### src/rtl/keypad_pkg.sv
// Shared definitions for the 4x4 keypad scanner: FSM states, column reset pattern,
// position field layout and the row/column index encoder.
package keypad_pkg;

  typedef enum logic [1:0] {
    ST_SCAN    = 2'd0,
    ST_CONFIRM = 2'd1,
    ST_HOLD    = 2'd2
  } state_t;

  localparam logic [3:0] COL_RESET   = 4'b0001;
  localparam int         POS_W       = 4;
  localparam int         IDX_W       = 2;
  localparam int         POS_COL_LSB = 2;
  localparam int         POS_ROW_LSB = 0;

  // Index of the lowest set bit; bit 0 wins when several are set.
  function automatic logic [IDX_W-1:0] lowest_set_idx(input logic [3:0] v);
    lowest_set_idx = '0;
    for (int i = 3; i >= 0; i--) begin
      if (v[i]) lowest_set_idx = IDX_W'(i);
    end
  endfunction

endpackage

### src/rtl/keypad_scan_fsm_scan_tick_gen.sv
// Free-running modulo-DIV counter; tick is high during the last cycle of each dwell.
module scan_tick_gen #(
  parameter int DIV = 50000
) (
  input  logic clk,
  input  logic rst,
  output logic tick
);

  localparam int CNT_W = $clog2(DIV);

  logic [CNT_W-1:0] r_cnt;

  assign tick = (r_cnt == CNT_W'(DIV - 1));

  always_ff @(posedge clk) begin
    if (!rst) begin
      r_cnt <= '0;
    end else if (tick) begin
      r_cnt <= '0;
    end else begin
      r_cnt <= r_cnt + 1'b1;
    end
  end

endmodule

### src/rtl/keypad_scan_fsm.sv
// Keypad column scanner: confirms a press over two dwells and emits a one-cycle opr strobe.
// Optional held-key auto-repeat is enabled by defining KEYPAD_REPEAT_EN.
module keypad_scan_fsm
  import keypad_pkg::*;
#(
  parameter int SCAN_DIV      = 50000,
  parameter int REPEAT_CYCLES = 25000000
) (
  input  logic             clk,
  input  logic             rst,
  input  logic [3:0]       fila,
  output logic [3:0]       col,
  output logic [POS_W-1:0] posicion,
  output logic             opr,
  output logic             key_held
);

  logic             w_tick;
  logic [IDX_W-1:0] w_row_idx;
  logic [IDX_W-1:0] w_col_idx;
  logic [3:0]       w_col_rot;
  logic             w_fila_any;

  state_t           r_state;
  state_t           w_state_next;
  logic [3:0]       r_col;
  logic [3:0]       w_col_next;
  logic [POS_W-1:0] r_pos;
  logic [POS_W-1:0] w_pos_next;
  logic             r_opr;
  logic             w_opr_next;

  scan_tick_gen #(.DIV(SCAN_DIV)) u_tick (
    .clk  (clk),
    .rst  (rst),
    .tick (w_tick)
  );

  assign w_row_idx  = lowest_set_idx(fila);
  assign w_col_idx  = lowest_set_idx(r_col);
  assign w_col_rot  = {r_col[2:0], r_col[3]};
  assign w_fila_any = |fila;

`ifdef KEYPAD_REPEAT_EN
  localparam int REP_W = $clog2(REPEAT_CYCLES + 1);
  logic [REP_W-1:0] r_rep;
  logic [REP_W-1:0] w_rep_next;
`endif

  always_comb begin
    w_state_next = r_state;
    w_col_next   = r_col;
    w_pos_next   = r_pos;
    w_opr_next   = 1'b0;
`ifdef KEYPAD_REPEAT_EN
    w_rep_next   = '0;
`endif
    case (r_state)
      ST_SCAN: begin
        if (w_tick) begin
          if (w_fila_any) begin
            w_pos_next[POS_COL_LSB +: IDX_W] = w_col_idx;
            w_pos_next[POS_ROW_LSB +: IDX_W] = w_row_idx;
            w_state_next = ST_CONFIRM;
          end else begin
            w_col_next = w_col_rot;
          end
        end
      end
      ST_CONFIRM: begin
        if (w_tick) begin
          if (w_fila_any && (w_row_idx == r_pos[POS_ROW_LSB +: IDX_W])) begin
            w_state_next = ST_HOLD;
            w_opr_next   = 1'b1;
          end else begin
            w_col_next   = w_col_rot;
            w_state_next = ST_SCAN;
          end
        end
      end
      ST_HOLD: begin
        if (w_tick && !w_fila_any) begin
          w_col_next   = w_col_rot;
          w_state_next = ST_SCAN;
        end
`ifdef KEYPAD_REPEAT_EN
        // Counter reads cycles since HOLD entry, so the repeat lands REPEAT_CYCLES after the entry strobe.
        else if (r_rep == REP_W'(REPEAT_CYCLES - 1)) begin
          w_opr_next = 1'b1;
          w_rep_next = '0;
        end else begin
          w_rep_next = r_rep + 1'b1;
        end
`endif
      end
      default: begin
        w_state_next = ST_SCAN;
        w_col_next   = COL_RESET;
      end
    endcase
  end

  always_ff @(posedge clk) begin
    if (!rst) begin
      r_state <= ST_SCAN;
      r_col   <= COL_RESET;
      r_pos   <= '0;
      r_opr   <= 1'b0;
    end else begin
      r_state <= w_state_next;
      r_col   <= w_col_next;
      r_pos   <= w_pos_next;
      r_opr   <= w_opr_next;
    end
  end

`ifdef KEYPAD_REPEAT_EN
  always_ff @(posedge clk) begin
    if (!rst) begin
      r_rep <= '0;
    end else begin
      r_rep <= w_rep_next;
    end
  end
`endif

  assign col      = r_col;
  assign posicion = r_pos;
  assign opr      = r_opr;
  assign key_held = (r_state == ST_HOLD);

endmodule

### config.mk
export PLATFORM = sky130hd
export DESIGN_NAME = keypad_scan_fsm
export DESIGN_NICKNAME = d
export VERILOG_FILES = /design/src/rtl/keypad_pkg.sv /design/src/rtl/keypad_scan_fsm_scan_tick_gen.sv /design/src/rtl/keypad_scan_fsm.sv
export SDC_FILE = /design/constraint.sdc
export NUM_CORES = 1
export LEC_CHECK = 0
export ABC_CLOCK_PERIOD_IN_PS = 2150
export BUFFER_PORTS_ARGS = -buffer_cell sky130_fd_sc_hd__buf_4
export CORE_UTILIZATION = 40
export CTS_BUF_LIST = sky130_fd_sc_hd__clkbuf_16
export DETAILED_ROUTE_END_ITERATION = 10
export GPL_ROUTABILITY_DRIVEN = 0
export PLACE_DENSITY = 0.64
export RECOVER_POWER = 50
export SETUP_SLACK_MARGIN = 0.2
export SYNTH_ARGS = -nofsm -noshare
export SYNTH_HDL_FRONTEND = slang
export SYNTH_SLANG_ARGS = --single-unit
### constraint.sdc
create_clock -name clk -period 2.15 [get_ports clk]
set_input_delay 0 -clock clk [delete_from_list [all_inputs] [get_ports clk]]
set_output_delay 0 -clock clk [all_outputs]
set_load 0.03 [all_outputs]
Word level (Yosys, flattened, before mapping)
Index checks and enable logic that the tools add are counted.
- logic and storage cells: 48
- input port bits: 6
- bits in registers: 27
- output and inout bits: 10
- eq/ne operators: 10
- bitwise operators: 1
- reduce and logical (&&, ||, !) cells: 10
- $add $sub $neg: 1
- mux-type cells: 21
- operators with widths (kind ; count):
    two-way mux 2 bit ; 13
    two-way mux 4 bit ; 5
    adder 16 x 1 -> 16 bit, second input constant ; 1
    == test 16 bit, second input constant ; 1
    one-hot mux 4 bit (3 select lines) ; 1
    != test 2 bit, second input constant ; 5
    one-hot mux 2 bit (3 select lines) ; 1
    AND reduction 3 bit ; 2
    AND reduction 5 bit ; 1
    AND reduction 4 bit ; 1
    OR reduction 4 bit ; 1
    == test 2 x 1 -> 1 bit, second input constant ; 1
    == test 2 bit ; 1
    == test 2 bit, second input constant ; 1
    logical AND 1 bit ; 2
    logical NOT 2 bit ; 1
    != test 2 x 1 -> 1 bit, second input constant ; 1
    OR reduction 2 bit ; 1
    logical NOT 1 bit ; 1
    two-way mux 1 bit ; 1
    NOT 1 bit ; 1

Depth between registers and ports, before layout
Gate-level depths: netlist of the first run.
- depth after elaboration: 9
- mapped depth: 6
- mapped depth without buffers: 6

Modules after synthesis
From an unflattened synthesis of the first run, not the netlist that was laid out.
- cells, all modules: 144
- area, all modules: 1373.8 um2
- modules (own cells, without submodules) (module ; cells an instance ; seq. area each (um2) ; instances ; area an instance (um2)):
    scan_tick_gen ; 79 ; 320.3 ; 1 ; 789.5
    keypad_scan_fsm ; 65 ; 220.2 ; 1 ; 584.3

Worst setup path before layout of the first run
No wires, ideal clock.
- path type: flip-flop to flip-flop
- from: register u_tick.r_cnt[0]
- to: register r_pos[3], in the netlist posicion[3]
- stages on the path, launching flop included: 7
- clock period less this slack: 1.834 ns
- arrival time: 1.764 ns
- library setup time: 0.070 ns
- path slack: 0.316 ns
- required time: 2.080 ns
- buffers on the path: 0
- cells stage by stage: dfxtp_1 > ha_1 > and3_1 > nand4_4 > nand3b_4 > or4_1 > a21boi_1
- longest elaborated chain between the ends: 2
- RTL lines (what ; line ; RTL):
    from (decl) ; keypad_scan_fsm_scan_tick_gen.sv:12 ; logic [CNT_W-1:0] r_cnt;
    from (signal assigned) ; keypad_scan_fsm_scan_tick_gen.sv:22 ; r_cnt <= r_cnt + 1'b1;
    == test 16 bit ; keypad_scan_fsm_scan_tick_gen.sv:14 ; assign tick = (r_cnt == CNT_W'(DIV - 1));
    AND reduction 3 bit (no line) ; - ;
    to (signal assigned) ; keypad_scan_fsm.sv:112 ; r_pos <= w_pos_next;
    to (decl) ; keypad_scan_fsm.sv:28 ; logic [POS_W-1:0] r_pos;
Every way passes these cells.
A chain may end at the register's enable or synchronous reset.

Final worst setup path of the first run
- from: register u_tick.r_cnt[1]
- to: register r_pos[3], in the netlist posicion[3]
Same word-level chain as after synthesis.

==> flow_metrics.tcl, run 1 <==
set metrics [dict create \
    cts_root_buffer "clkbuf_16" \
    grt_setup_unrepaired "no" \
    critPathTopFamily "simple AND/OR/NAND/NOR gates" \
    crit_fanout 7 \
    multi_input_area_um2 713 \
    utilization 0.515 \
    fin_crit_sh 0.880 \
    clock-sinks 27 \
    relSlewSlack 0.667 \
    dp_hpwl_mm 1.77 \
    core-area_um2 2880 \
    syn_area_per_cell_um2 9.19 \
    viasPerCell 5.10 \
    dr.pass1.iters 4 \
    synth_cells 137 \
    max_freq_mhz 529 \
    htree_levels 1 \
    fin_area_um2 1480 \
    antenna_left 0 \
    fin_cells 197 \
    hold_ws_ns 0.0603 \
    synthFlopType "dfxtp_1" \
    worst_pin_slew_ns 0.496 \
    synth_edf_count 0 \
    synth_top_area_share 0.429 \
    numCtsBuffers 3 \
    cp_slowest_cell "or4_1" \
    antenna_cells 0 \
    min_from "rst" \
    placementRows 19 \
    path_buf_inv 0 \
    worstSetupStartpoint "u_tick.r_cnt[1]$_SDFF_PP0_" \
    finalClockSkew_ns 0.00365 \
    drive_gt1_frac 0.123 \
    crit_arrival_ns 2.08 \
    fillCellCount 292 \
    route.detailed.drc 0 \
    yosysWarnings 0 \
    yosysSeqAreaShare 0.429 \
    critPathMaxStageDelay_ns 0.48 \
    cts_tree "built" \
    clockBufferDepth 2 \
    reg2reg_slack_ns 0.26 \
    drv_cap 0 \
    synth.distinct_cells 34 \
    antenna_found_initial 0 \
    hold_viol_final 0 \
    setup_viol 0 \
    initialDrtViolationCount 20 \
    leakage_nw 0.582 \
    place_area_um2 1420 \
    synth_nets 144 \
    finalPower_uw 961 \
    path_class "reg2reg" \
    dieWidth_um 58.1 \
    wire_per_inst_um 11.9 \
    async_reset_ff_frac 0 \
    fin_tns_setup_ns 0 \
    grt_first_pass_wirelength_mm 4.17 \
    drv_slew 0 \
    fin_crit_ns 1.89 \
    synth_most_common_cell "dfxtp_1" \
    r2r_cells 6 \
    port_buffers 15 \
    clkTransAtPathRegs_ns 0.06 \
    start_kind "flip-flop" \
    synth_area_um2 1260 \
    placed_cells 193 \
    synth-seq-cells 27 \
    netlist_top_cells_count "27 x dfxtp_1, 21 x nor2_1, 13 x nand2_1" \
    crit_path_end "posicion[3]$_SDFFE_PN0P_" \
    ir_drop_mv 0.380 \
    r2r-end "posicion[3]$_SDFFE_PN0P_" \
    cp.required_ns 2.34 \
    worstHoldPathType "in2reg" \
    ff_latch_area_um2 541 \
    setup_ws_ns 0.259 \
    nets 163 \
    die_area_um2 3380 \
    crit_path_cell_trace "ha_4 -> and3_4 -> nand4_4 -> nand3b_4 -> or4_1 -> a21boi_1" \
    cp.depth 6 \
    yosys.area.top_type "dfxtp_1" \
    cts_setup_buffers 0 \
    r2r_start "u_tick.r_cnt[1]$_SDFF_PP0_" \
    place_ws_ns 0.178 \
    first_global_vias 966 \
    routed_wl_mm 2.34 \
    synth_area_leaders "dfxtp_1 43%, xor2_1 8.3%, nor2_1 6.3%, mux2i_1 4.0%, nand2_1 3.9%" \
    start_util 0.438 \
    outcome "completed" \
    power.density_nw_per_um2 648 \
    gr-total-overflow 0 \
    area_delta_synth_final_pct 17.8 \
    clk_latency_ns 0.26 \
    grt_max_degree 18 \
    ioPinCount 16 \
    dr_total_vias 1004 \
    end_kind "flip-flop" \
    dieHeight_um 58.1 \
    grt_util_all_layers 0.161 \
]
[metal layers]
| layer | wire length, um | global-route usage | vias to the layer above |
|---|---|---|---|
| li1 | - | - | 512 |
| met1 | 1100 | 0.187 | 470 |
| met2 | 1130 | 0.282 | 17 |
| met3 | 68 | 0.0402 | 5 |
| met4 | 34 | 0.0612 | 0 |
| met5 | 0 | 0 | - |
[final cells by class]
type,instances,area share
clock inverters,1,0.00253
clock buffers,3,0.0506
flip-flops and latches,27,0.365
inverters,4,0.0101
repair buffers,16,0.0557
well taps,42,0.0354
multi-input cells,104,0.481
[report_power, final]
| part | switching (mW) | total, mW | leakage [nW] | internal (mW) |
|---|---|---|---|---|
| Sequential | 0.00819 | 0.513 | 0.218 | 0.505 |
| Clock | 0.159 | 0.408 | 0.0423 | 0.249 |
| Combinational | 0.0210 | 0.0406 | 0.322 | 0.0195 |
| Total | 0.188 | 0.961 | 0.582 | 0.773 |
[timing repair]
item / CTS / global route
gates resized for setup: 2 / 2
hold buffers: 0 / 0
setup endpoints to repair: 1 / 1
[placed cells by master (no fill, tap or decap), types with 5 or more instances in the layout]
cell type | Yosys | final
nor2_1 | 21 | 21
mux2i_1 | 5 | 5
inv_1 | 4 | 5
nand3_1 | 8 | 8
buf_4 | 0 | 6
xor2_1 | 12 | 12
nand4_1 | 5 | 5
dfxtp_1 | 27 | 27
clkbuf_1 | 2 | 10
nand2_1 | 13 | 13
[sequential cells by signal, summed over array words and instances (netlist names)]
name	flops
r_state	2
posicion	4
opr	1
u_tick.r_cnt	16
col	4
[how the worst min path moves through the flow]
stage / cells past startpoint / end
floorplan: 1 / r_state[0]$_SDFFE_PN0P_
global placement: 2 / r_state[1]$_SDFFE_PN0P_
CTS: 2 / r_state[1]$_SDFFE_PN0P_
finish: 2 / r_state[1]$_SDFFE_PN0P_
global route: 2 / r_state[1]$_SDFFE_PN0P_
detailed placement: 2 / r_state[1]$_SDFFE_PN0P_
[kinds of logic after synthesis]
| family | Yosys count | synth area share |
|---|---|---|
| multiplexers | 7 | 0.0577 |
| AO/OA/AOI/OAI | 8 | 0.0428 |
| adder cells (fa/ha/maj) | 1 | 0.00994 |
| AND/OR/NAND/NOR | 73 | 0.338 |
| XOR/XNOR | 15 | 0.104 |
| buffers and inverters | 6 | 0.0179 |
| flip-flops | 27 | 0.429 |
Power figures use the tool's default switching activity.
==> run 2, diff against run 1 <==
--- a/config.mk
+++ b/config.mk
@@ -11,9 +11,10 @@
 export CTS_BUF_LIST = sky130_fd_sc_hd__clkbuf_16
 export DETAILED_ROUTE_END_ITERATION = 10
 export GPL_ROUTABILITY_DRIVEN = 0
-export PLACE_DENSITY = 0.64
+export PLACE_DENSITY = 0.63
 export RECOVER_POWER = 50
 export SETUP_SLACK_MARGIN = 0.2
 export SYNTH_ARGS = -nofsm -noshare
 export SYNTH_HDL_FRONTEND = slang
+export SYNTH_HIERARCHICAL = 1
 export SYNTH_SLANG_ARGS = --single-unit
==> run 2 against run 1 <==
Compared with the run above: area after synthesis up 9.1%; global-route usage down 0.10 points; flip-flop and latch count did not move; clock skew increased by 0.0023 ns; maximum frequency decreased by 0.72%; non-clock buffer count grew 5; first-iteration DRC count grew to 2.7 times the previous value; wire length increased by 7.6%; critical path depth is 3 higher; core utilization up 0.72 points; setup slack lost 0.014 ns.
==> flow_metrics.tcl, run 2 <==
set metrics [dict create \
    outcome "completed" \
    end_kind "flip-flop" \
    dieHeight_um 60.6 \
    antenna_cells 0 \
    relSlewSlack 0.634 \
    synth-seq-cells 27 \
    dieWidth_um 60.6 \
    fin_crit_ns 1.91 \
    htree_levels 1 \
    path_class "reg2reg" \
    route.detailed.drc 0 \
    yosysSeqAreaShare 0.393 \
    fin_tns_setup_ns 0 \
    synth_area_leaders "dfxtp_1 39%, xnor2_1 7.0%, nor2_1 5.2%, mux2i_1 5.1%, nor4_2 3.6%" \
    drive_gt1_frac 0.240 \
    start_kind "flip-flop" \
    dr.pass1.iters 4 \
    synth.distinct_cells 40 \
    cp.required_ns 2.30 \
    finalClockSkew_ns 0.00592 \
    die_area_um2 3670 \
    top_register "u_tick/r_cnt" \
    grt_setup_unrepaired "no" \
    syn_area_per_cell_um2 9.54 \
    final_cell_mix "24 x dfxtp_1, 19 x nor2_1, 11 x buf_4, 11 x xnor2_1" \
    setup_ws_ns 0.245 \
    crit_fanout 4 \
    grt_first_pass_wirelength_mm 4.38 \
    cts_root_buffer "clkbuf_16" \
    synth_area_um2 1370 \
    ir_drop_mv 0.284 \
    leakage_nw 0.591 \
    grt_max_degree 18 \
    drv_cap 0 \
    p_comb_frac 0.047 \
    p_seq_frac 0.524 \
    gr-total-overflow 0 \
    port_buffers 15 \
    dp_hpwl_mm 1.81 \
    r2r_cells 9 \
    clkTransAtPathRegs_ns 0.07 \
    r2r_start "u_tick/r_cnt[1]$_SDFF_PP0_" \
    switching_share 0.205 \
    worst_pin_slew_ns 0.548 \
    hold_depth 2 \
    synthFlopType "dfxtp_1" \
    layout_commonest_cell "dfxtp_1" \
    yosysWarnings 6 \
    worstHoldPathType "in2reg" \
    numCtsBuffers 3 \
    clk_latency_ns 0.26 \
    netlist_top_cells_count "27 x dfxtp_1, 19 x nor2_1, 11 x xnor2_1" \
    synth_edf_count 0 \
    setup_viol 0 \
    clkPwrFrac 0.430 \
    initialDrtViolationCount 53 \
    r2r-end "posicion[2]$_SDFFE_PN0P_" \
    placementRows 20 \
    hold_path_end "u_tick/r_cnt[2]$_SDFF_PP0_" \
    reg2reg_slack_ns 0.24 \
    max_freq_mhz 525 \
    synth_nets 151 \
    yosys.area.top_type "dfxtp_1" \
    hold_viol_final 0 \
    internal-power_uw 777 \
    utilization 0.523 \
    routed_wl_mm 2.51 \
    cts_tree "built" \
    cp_slowest_cell "dfxtp_1" \
    grt_util_all_layers 0.160 \
    synth_top_area_share 0.393 \
    crit_arrival_ns 2.05 \
    largest_reg_flops 16 \
    antenna_found_initial 0 \
    clockBufferDepth 2 \
    area_delta_synth_final_pct 19.9 \
    async_reset_ff_frac 0 \
    power.density_nw_per_um2 593 \
    dr_total_vias 1013 \
    place_ws_ns 0.0643 \
    viasPerCell 4.80 \
    synth_cells 144 \
    start_util 0.436 \
    wire_per_inst_um 11.9 \
    critPathMaxStageDelay_ns 0.41 \
    crit_path_cell_trace "ha_4 -> and3_4 -> nand4_4 -> inv_2 -> inv_1 -> a211o_1 -> nor2_4 -> mux2i_1 -> nor2b_1" \
    min_from "rst" \
    first_global_vias 947 \
    ioPinCount 16 \
    core-area_um2 3150 \
    fin_crit_sh 0.886 \
    clock-sinks 27 \
    antenna_left 0 \
    drv_slew 0 \
    synth_most_common_cell "dfxtp_1" \
    nets 175 \
    p_switching_uw 200 \
]
## run 2: worst max-delay path by stage
| stage | start | endpoint | slack, ns |
|---|---|---|---|
| after floorplan | u_tick/r_cnt[0]$_SDFF_PP0_ | posicion[1]$_SDFFE_PN0P_ | 0.25 |
| after global placement | u_tick/r_cnt[0]$_SDFF_PP0_ | posicion[3]$_SDFFE_PN0P_ | 0.17 |
| after detailed placement | u_tick/r_cnt[0]$_SDFF_PP0_ | posicion[2]$_SDFFE_PN0P_ | 0.06 |
| after CTS | u_tick/r_cnt[0]$_SDFF_PP0_ | posicion[2]$_SDFFE_PN0P_ | 0.22 |
| after global routing | u_tick/r_cnt[1]$_SDFF_PP0_ | posicion[1]$_SDFFE_PN0P_ | 0.12 |
| final | u_tick/r_cnt[1]$_SDFF_PP0_ | posicion[2]$_SDFFE_PN0P_ | 0.24 |
## run 2: power by group through the flow
stage	clock, mW	combinational (mW)	sequential (mW)
2_1_floorplan	0	0.0259	0.521
3_3_place_gp	0	0.0394	0.521
3_5_place_dp	0	0.0394	0.522
4_1_cts	0.428	0.0401	0.511
5_1_grt	0.446	0.0504	0.512
6_report	0.420	0.0456	0.511
## run 2: cell type report
class	instances	area, um^2
Clock buffer	3	75.1
Clock inverter	1	5.00
Fill cell	310	1510
Inverter	8	30.0
Multi-Input combinational cell	107	816
Sequential cell	27	547
Tap cell	44	55.1
Timing Repair Buffer	21	120
## run 2: through the flow
step | total power [mW] | instances | hold WS [ns] | cell area [um^2]
6_report | 0.977 | 211 | 0.0795 | 1650
5_1_grt | 1.01 | 211 | 0.0945 | 1650
4_1_cts | 0.980 | 208 | 0.0854 | 1630
3_5_place_dp | 0.561 | 203 | 0.358 | 1540
3_3_place_gp | 0.561 | 203 | 0.349 | 1540
2_1_floorplan | 0.547 | 144 | 0.122 | 1370
## run 2: worst max-delay path: cells and delay by family, from the launching register on
kind	cells	cell delay [ns]
compound gates	1	0.31
fa+ha+maj	1	0.18
buf+inv	2	0.13
flops	1	0.41
mux	1	0.20
simple gates	4	0.55
## run 2: routing by layer
metal  wire length [um]  up-vias  global-route usage
li1                   -      543                   -
met2               1090        6               0.240
met1               1360      462               0.230
met3                 45        2              0.0256
met5                  0        -                   0
met4                 17        0              0.0584
## run 2: timing repair
action,in CTS,in global routing
hold buffers,0,0
setup endpoints to repair,8,4
gates resized for setup,5,7
pin swaps,1,3
buffers inserted,1,3
## run 2: cell families (layout without fill, tap and decap cells)
family | count (synthesis) | in the layout | synth area share
buf+inv | 10 | 33 | 0.0364
xor+xnor | 14 | 14 | 0.0893
fa+ha+maj | 1 | 1 | 0.00911
compound gates | 12 | 12 | 0.0729
mux | 7 | 7 | 0.0510
flops | 27 | 27 | 0.393
simple gates | 73 | 73 | 0.348
==> run 3, diff against run 2 <==
--- a/config.mk
+++ b/config.mk
@@ -5,13 +5,15 @@
 export SDC_FILE = /design/constraint.sdc
 export NUM_CORES = 1
 export LEC_CHECK = 0
-export ABC_CLOCK_PERIOD_IN_PS = 2150
+export ABC_CLOCK_PERIOD_IN_PS = 2000
 export BUFFER_PORTS_ARGS = -buffer_cell sky130_fd_sc_hd__buf_4
+export CELL_PAD_IN_SITES_DETAIL_PLACEMENT = 1
+export CELL_PAD_IN_SITES_GLOBAL_PLACEMENT = 1
 export CORE_UTILIZATION = 40
 export CTS_BUF_LIST = sky130_fd_sc_hd__clkbuf_16
 export DETAILED_ROUTE_END_ITERATION = 10
 export GPL_ROUTABILITY_DRIVEN = 0
-export PLACE_DENSITY = 0.63
+export PLACE_DENSITY = 0.77
 export RECOVER_POWER = 50
 export SETUP_SLACK_MARGIN = 0.2
 export SYNTH_ARGS = -nofsm -noshare
==> constraint.sdc (replaced) <==
create_clock -name clk -period 2 [get_ports clk]
set_input_delay 0 -clock clk [delete_from_list [all_inputs] [get_ports clk]]
set_output_delay 0 -clock clk [all_outputs]
set_load 0.03 [all_outputs]
==> run 3 against run 2 <==
Compared with the run above: final cell count is 3.8% higher; combinational power is 15% higher; worst hold slack improved by 0.0067 ns; clock power rose by 8.6%; design area increased by 3.3%; sequential share of layout area decreased by 1.0 points; critical path type unchanged; critical endpoint unchanged.
==> flow_metrics.tcl, run 3 (synthesized netlist as in run 2, its figures left out) <==
set metrics [dict create \
    outcome "completed" \
    ioPinCount 16 \
    power.density_nw_per_um2 621 \
    hold_viol_final 0 \
    clkTransAtPathRegs_ns 0.06 \
    dr.pass1.iters 4 \
    gr-total-overflow 0 \
    grt_max_degree 18 \
    setup_viol 0 \
    first_global_vias 1124 \
    utilization 0.540 \
    drv_cap 0 \
    clockBufferDepth 2 \
    cp_slowest_cell "dfxtp_1" \
    cp.required_ns 2.15 \
    dieHeight_um 60.6 \
    drv_slew 0 \
    dr_wl_met3_um 110 \
    worst_pin_slew_ns 0.555 \
    crit_arrival_ns 1.95 \
    place_ws_ns 0.0359 \
    end_kind "flip-flop" \
    antenna_found_initial 0 \
    dp_hpwl_mm 2.32 \
    setup_ws_ns 0.202 \
    fillCellCount 388 \
    layout_commonest_cell "dfxtp_1" \
    largest_reg_flops 16 \
    antenna_left 0 \
    grt_first_pass_wirelength_mm 5.24 \
    holdBufCountCts 0 \
    fin_tns_setup_ns 0 \
    fin_crit_sh 0.899 \
    cts_tree "built" \
    clock-sinks 27 \
    wl_met2_mm 1.62 \
    top_register "u_tick/r_cnt" \
    drive_gt1_frac 0.274 \
    fin_cells 219 \
    dr_total_vias 1136 \
    worstHoldPathType "in2reg" \
    initialDrtViolationCount 26 \
    numCtsBuffers 3 \
    area_delta_synth_final_pct 24.0 \
    multi_input_area_um2 811 \
    dieWidth_um 60.6 \
    reg2reg_slack_ns 0.20 \
    grt_util_all_layers 0.194 \
    routed_wl_mm 3.08 \
    start_util 0.436 \
    nets 183 \
    path_class "reg2reg" \
    crit_path_cell_trace "ha_4 -> and3_4 -> nand4_4 -> inv_4 -> inv_2 -> a211o_1 -> nor2_4 -> mux2i_1 -> nor2b_1" \
    final_cell_mix "23 x dfxtp_1, 19 x nor2_1, 18 x buf_4, 11 x clkbuf_1, 11 x xnor2_1" \
    viasPerCell 5.19 \
    grt_setup_unrepaired "yes" \
    wire_per_inst_um 14.1 \
    port_buffers 15 \
    crit_fanout 4 \
    route.detailed.drc 0 \
    fin_crit_ns 1.80 \
    start_kind "flip-flop" \
    relSlewSlack 0.629 \
    htree_levels 1 \
    clk_latency_ns 0.26 \
    ir_drop_mv 0.335 \
    finalPower_mw 1.06 \
    die_area_um2 3670 \
    core-area_um2 3150 \
    leakage_nw 0.632 \
    placed_cells 208 \
    max_freq_mhz 556 \
    wl_met1_mm 1.33 \
    topRoutingLayerUsed "met4" \
    finalClockSkew_ns 0.00538 \
    ff_latch_area_um2 548 \
    cts_root_buffer "clkbuf_16" \
    critPathMaxStageDelay_ns 0.38 \
    antenna_cells 0 \
    placementRows 20 \
]
[run 3: timing repair]
action,CTS,global route
pin swaps,5,1
setup buffers,5,2
resized for setup,6,2
cloned,0,0
setup endpoints to repair,8,6
[run 3: metal layers]
layer,up-vias,GRT usage
li1,556,-
met2,23,0.356
met1,552,0.222
met3,5,0.0533
met4,0,0.0487
met5,-,0
[run 3: worst max-delay path, delay by kind of cell (launching register included)]
family	cells	cell delay (ns)
adders and majority gates	1	0.15
and+or+nand+nor	4	0.53
muxes	1	0.21
AOI/OAI and AO/OA	1	0.26
buffers and inverters	2	0.15
DFF	1	0.38
[run 3: stage by stage]
step / cell area, um^2 / hold slack (ns)
floorplan: 1410 / 0.122
global placement: 1610 / 0.362
detailed placement: 1610 / 0.368
CTS: 1740 / 0.0931
global route: 1700 / 0.0972
finish: 1700 / 0.0862
[run 3: report_power, final]
| group | internal (mW) | leakage, nW | total, mW | switching, mW |
|---|---|---|---|---|
| combinational | 0.0243 | 0.371 | 0.0525 | 0.0282 |
| clock | 0.270 | 0.0409 | 0.456 | 0.186 |
| sequential | 0.542 | 0.220 | 0.549 | 0.00648 |
[run 3: layout make-up]
type	count	share of cell area
repair buffers	29	0.104
well taps	44	0.0323
clock buffers	3	0.0441
multi-input cells	107	0.476
clock inverters	1	0.00294
flip-flops and latches	27	0.322
inverters	8	0.0191
[run 3: path summary, 6_finish.rpt]
kind	from	endpoint	cells past startpoint
worst max register to register	u_tick/r_cnt[1]$_SDFF_PP0_	posicion[2]$_SDFFE_PN0P_	9
worst min-delay path	fila[0]	posicion[0]$_SDFFE_PN0P_	4
worst min register to register	posicion[3]$_SDFFE_PN0P_	posicion[3]$_SDFFE_PN0P_	2
worst max-delay path	u_tick/r_cnt[1]$_SDFF_PP0_	posicion[2]$_SDFFE_PN0P_	9
